[src/rtl/fetch_unit.sv]
// Instruction fetch stage: owns the PC, fetches one word per instruction over a
// req/gnt/rvalid handshake, holds it for the decoder and computes the next PC.
//
// state  | meaning
// -------+---------------------------------------------------------------
// IDLE   | just out of reset; no request outstanding
// REQ    | imemReq high at pc, waiting for grant
// WAIT   | granted, waiting for the read response
// HOLD   | instr valid and stable, waiting for execDone to advance pc
module fetch_unit #(
    parameter logic [31:0] RESET_PC = 32'h0000_0000
) (
    input  logic        clk,
    input  logic        rst_n,
    output logic        imemReq,
    output logic [31:0] imemAddr,
    input  logic        imemGnt,
    input  logic        imemRvalid,
    input  logic [31:0] imemRdata,
    output logic [31:0] instr,
    output logic        instrValid,
    output logic [31:0] pc,
    output logic [31:0] pcPlus4,
    input  logic [1:0]  pcSrcCtrl,
    input  logic        bneCtrl,
    input  logic [25:0] jAddr,
    input  logic [31:0] imm,
    input  logic [31:0] rsData,
    input  logic        aluZero,
    input  logic        execDone,
    output logic        addrErr
);

    typedef enum logic [1:0] {
        S_IDLE = 2'd0,
        S_REQ  = 2'd1,
        S_WAIT = 2'd2,
        S_HOLD = 2'd3
    } state_t;

    localparam logic [1:0] PC_INC4   = 2'd0;
    localparam logic [1:0] PC_J      = 2'd1;
    localparam logic [1:0] PC_JR     = 2'd2;
    localparam logic [1:0] PC_BRANCH = 2'd3;

    state_t      state;
    state_t      state_nxt;
    logic        capture;
    logic        advance;
    logic [31:0] next_pc;
    logic        branch_taken;
    logic        jr_misaligned;

    assign pcPlus4  = pc + 32'd4;
    assign imemAddr = pc;

    always_comb begin
        branch_taken  = bneCtrl ? ~aluZero : aluZero;
        jr_misaligned = (pcSrcCtrl == PC_JR) && (rsData[1:0] != 2'b00);
        next_pc       = pcPlus4;
        case (pcSrcCtrl)
            PC_INC4:   next_pc = pcPlus4;
            PC_J:      next_pc = {pcPlus4[31:28], jAddr, 2'b00};
            PC_JR:     next_pc = {rsData[31:2], 2'b00};
            PC_BRANCH: next_pc = branch_taken ? (pcPlus4 + {imm[29:0], 2'b00}) : pcPlus4;
            default:   next_pc = pcPlus4;
        endcase
    end

    // Responses and execDone outside their own state are simply dropped.
    always_comb begin
        state_nxt = state;
        capture   = 1'b0;
        advance   = 1'b0;
        imemReq   = 1'b0;
        case (state)
            S_IDLE: state_nxt = S_REQ;
            S_REQ: begin
                imemReq = 1'b1;
                if (imemGnt) state_nxt = S_WAIT;
            end
            S_WAIT: begin
                if (imemRvalid) begin
                    capture   = 1'b1;
                    state_nxt = S_HOLD;
                end
            end
            S_HOLD: begin
                if (execDone) begin
                    advance   = 1'b1;
                    state_nxt = S_REQ;
                end
            end
            default: state_nxt = S_IDLE;
        endcase
    end

    always_ff @(posedge clk or negedge rst_n) begin
        if (!rst_n) state <= S_IDLE;
        else        state <= state_nxt;
    end

    always_ff @(posedge clk or negedge rst_n) begin
        if (!rst_n) begin
            pc         <= RESET_PC;
            instr      <= 32'd0;
            instrValid <= 1'b0;
            addrErr    <= 1'b0;
        end else begin
            if (capture) begin
                instr      <= imemRdata;
                instrValid <= 1'b1;
            end
            if (advance) begin
                pc         <= next_pc;
                instrValid <= 1'b0;
                if (jr_misaligned) addrErr <= 1'b1;
            end
        end
    end

endmodule

[config.mk]
export PLATFORM = sky130hd
export DESIGN_NAME = fetch_unit
export DESIGN_NICKNAME = d
export VERILOG_FILES = /design/src/rtl/fetch_unit.sv
export SDC_FILE = /design/constraint.sdc
export NUM_CORES = 1
export LEC_CHECK = 0
export CAP_MARGIN = 40
export CORE_MARGIN = 2
export CORE_UTILIZATION = 41
export DETAILED_ROUTE_END_ITERATION = 8
export HOLD_SLACK_MARGIN = 0.12
export PLACE_DENSITY = 0.77
export SYNTH_ARGS = -nofsm -noshare
export SYNTH_HDL_FRONTEND = slang
export SYNTH_SLANG_ARGS = --single-unit
[constraint.sdc]
create_clock -name clk -period 3.9 [get_ports clk]
set_input_delay 0.39 -clock clk [delete_from_list [all_inputs] [get_ports clk]]
set_output_delay 0.39 -clock clk [all_outputs]
set_load 0.05 [all_outputs]
==> summary.txt <==
Logic synthesis
  – Ys flop type: dfrtp_1
  – Distinct cells, synth: 82
  – Synth Register Bits: 66
  – Syn. warnings: 0
  – Syn_area_per_cell: 8.580 sq um
  – Simple-gate share of the synthesized area: 0.1946
  – Post-Syn Instances: 729
  – Post-synth EDFFs: 0
  – Area share of xor/xnor cells in the synthesized design: 0.06341
  – Sequential share of the synthesized area: 0.2641
  – Syn Std Cell Area: 0.006255 sq mm
  – Post-synthesis mux area share: 0.09102
  – Ys async rst share: 1.000
  – Area share of fa/ha/maj cells after synthesis: 0.08122
  – Largest family of logic cells by synthesized area: compound AO/OA/AOI/OAI gates
  – Compound-gate portion of the synthesized area: 0.2278

Critical path
  – CP dominant cell by count: a21o_1
  – CP Buf/Inv Count: 2
  – Crit. End Element: flop
  – R2R setup slack: 0.17 ns
  – Register-to-Register Path Depth: 16
  – CP max stage delay: 0.44 ns
  – Req. time, crit path: 4.10 ns
  – Reg-to-Reg End: imemAddr[30]
  – Kind of critical path: reg2reg
  – Top cell family by delay on the critical path: simple AND/OR/NAND/NOR gates
  – Crit path arrival time: 3.93 ns
  – Reg2reg start: imemAddr[6]
  – Top fanout value on the critical path: 7
  – Crit path cell chain: nand4_2, nor4_4, buf_4, buf_12, nand2_4, nor2_4, xor2_4, ha_1, a21o_1, a21o_1, a21oi_1, o21ai_0, a31o_2, nor3_1, mux2i_1, a211oi_1
  – CP Launch Type: flop
  – Worst path slowest cell: dfrtp_1

Floorplanning
  – Num ports: 262
  – Vert. Die Dim: 127.5 um
  – Row count: 45
  – Placeable Area: 0.01503 sq mm
  – Die area: 0.01626 sq mm
  – Die Width: 127.5 um
  – Initial core utilization: 0.4161

Layout
  – Most frequent cells in the layout: clkdlybuf4s50_1 (244), nand2_1 (68), buf_4 (62)
  – Nets: 1159
  – Fillcell total: 1251
  – Fraction of layout cells with a size suffix above 1: 0.1813
  – Syn-to-layout area delta: 55.01%
  – Design area: 0.009696 sq mm
  – Commonest non-fill, non-tap cell in the layout: clkdlybuf4s50_1
  – N_diodes: 0

Detailed routing
  – WL/cell: 19.87 um
  – Routed Antenna Nets: 0
  – WL final: 23460 um
  – Initial DRC count: 532
  – Vias per cell: 5.834
  – Remaining DRCs: 0
  – Via count: 6890
  – Drt pass-1 iters: 5

Pwr
  – Comb power frac: 0.754
  – Net Sw Frac: 0.5521
  – Pwr per Cell Area: 950.6 mW/mm^2
  – P_sw: 5.089 mW
  – Clk pwr share: 0.092
  – Sequential share of power: 0.154
  – Pleak: 4.103 nW
  – Peak VDD IR: 551.9 uV
  – P_int: 4.128 mW

Timing
  – Final min period: 3.730 ns
  – Max-slew headroom: 0.4338
  – Crit share post-route: 0.9564
  – Fin Hold WS: 0.4727 ns
  – Fin Clk Skew: 0.01051 ns
  – Fmax: 268.1 MHz
  – Final Hold Viols: 0
  – Max-slew violations: 0
  – Setup-failing EPs final: 0
  – RSZ-0062 raised after global routing: no
  – Slew @ Worst Pin: 0.8472 ns

Hold path
  – Endpoint, Worst Hold: addrErr
  – Worst hold path startpoint: addrErr
  – Min-delay worst type: reg2reg
  – Hold depth: 1

CTS
  – Root Driver: clkbuf_16
  – Clock-pin slew on the worst setup and hold paths: 0.07 ns
  – Worst skew pair latency: 0.34 ns
  – Clock sink count: 66
  – CTS tree: built
  – CTS Buf Count: 9
  – H-tree levels: 3
  – CTS Buffer Depth: 2

Global routing
  – Vias in the first global route: 6525
  – Gr ovfl total: 0
  – Initial antenna violation count: 0
  – Gr usage total: 0.2761
  – Global-route wire length before repair: 34910 um
  – Largest net degree at the start of global routing: 33

Placed design
  – Port bufs: 253
  – Routability cong.: 0.9193
  – DP HPWL: 17790 um
  – Placement Cell Area: 0.009269 sq mm

Flow run
  – Max-Cap Viols: 0

Outcome
  – Status: finished, final reports clean
==> cell families (layout without fill, tap and decap cells) <==
logic type,count (synthesis),after routing
flip-flops,66,66
AO/OA/AOI/OAI,210,210
AND/OR/NAND/NOR,235,235
buffers and inverters,90,349
other,1,6
adder cells (fa/ha/maj),40,40
XOR/XNOR,41,41
multiplexers,46,46
==> cells in the mapped netlist (5+ instances only) <==
| cell | number | area (sq um) |
|---|---|---|
| nand4_1 | 14 | 87.58 |
| nor3_1 | 18 | 90.09 |
| clkbuf_1 | 20 | 75.07 |
| nor2b_1 | 9 | 56.30 |
| or3_1 | 7 | 43.79 |
| buf_1 | 5 | 18.77 |
| o21ai_1 | 8 | 40.04 |
| and3_1 | 7 | 43.79 |
| buf_4 | 37 | 277.8 |
| a31oi_1 | 7 | 43.79 |
| a21o_1 | 20 | 150.1 |
| ha_1 | 39 | 488.0 |
| mux2_2 | 37 | 416.7 |
| buf_2 | 5 | 25.02 |
| nand2_1 | 68 | 255.2 |
| dfrtp_1 | 66 | 1652 |
| mux4_2 | 5 | 112.6 |
| o21ai_0 | 36 | 180.2 |
| a22oi_1 | 8 | 60.06 |
| a21oi_1 | 49 | 245.2 |
| inv_1 | 22 | 82.58 |
| nand3_1 | 31 | 155.2 |
| nor2_1 | 48 | 180.2 |
| o21a_1 | 10 | 75.07 |
| xor2_1 | 9 | 78.83 |
| a211oi_1 | 6 | 45.04 |
| o22ai_1 | 7 | 43.79 |
| xnor2_1 | 27 | 236.5 |
| nor3b_1 | 6 | 45.04 |
==> per-stage QoR <==
| step | util | setup WS [ns] | power (mW) | TNS [ns] | std cells |
|---|---|---|---|---|---|
| after floorplan | - | -0.06020 | 6.240 | -0.1127 | 734 |
| after global placement | 0.6142 | 0.1405 | 8.172 | 0 | 1156 |
| after detailed placement | 0.6166 | 0.1130 | 8.256 | 0 | 1158 |
| after CTS | 0.6373 | 0.04833 | 9.147 | 0 | 1175 |
| after global routing | 0.6449 | 0.01316 | 9.666 | 0 | 1181 |
| final | 0.6449 | 0.1699 | 9.217 | 0 | 1181 |
==> final cells by class <==
type	count	area, sq um	share of cell area
clock buffers	9	225.2	0.02323
clock inverters	7	76.32	0.007872
inverters	23	86.33	0.008904
multi-input cells	578	4444	0.4584
flip-flops and latches	66	1658	0.1710
well taps	188	235.2	0.02426
repair buffers	310	2970	0.3064
==> state kept, by name (all words and copies together) (netlist names) <==
signal and count:
instr 32, addrErr 1, instrValid 1, imemAddr 30, state 2
==> routing by layer <==
metal / up-vias / routed length (um) / GRT usage
met3: 51 / 1642 / 0.04481
met1: 3315 / 9909 / 0.3587
met5: - / 0 / 0
met2: 338 / 11300 / 0.4703
li1: 3186 / - / -
met4: 0 / 610 / 0.08856
==> how the worst max path moves through the flow <==
stage                      startpoint  depth (start not counted)            to
final                     imemAddr[6]                         16  imemAddr[30]
after global routing      imemAddr[9]                         14  imemAddr[27]
after CTS                 imemAddr[9]                         14  imemAddr[27]
after detailed placement  imemAddr[9]                         14  imemAddr[27]
after global placement    imemAddr[3]                         15  imemAddr[30]
after floorplan           imemAddr[8]                         14  imemAddr[27]
==> power groups by stage <==
stage | Clock, mW | Combinational (mW) | Sequential, mW
after detailed placement | 0 | 6.83 | 1.42
after global routing | 0.893 | 7.31 | 1.47
final | 0.848 | 6.95 | 1.42
after global placement | 0 | 6.77 | 1.40
after CTS | 0.859 | 6.87 | 1.42
after floorplan | 0 | 3.71 | 2.53
==> timing repair <==
item	CTS	global route
gates resized for setup	0	15
hold buffers	1	0
endpoints found under the hold margin	21	0
setup endpoints to repair	0	9
buffers inserted	0	6
Power figures use the tool's default switching activity.
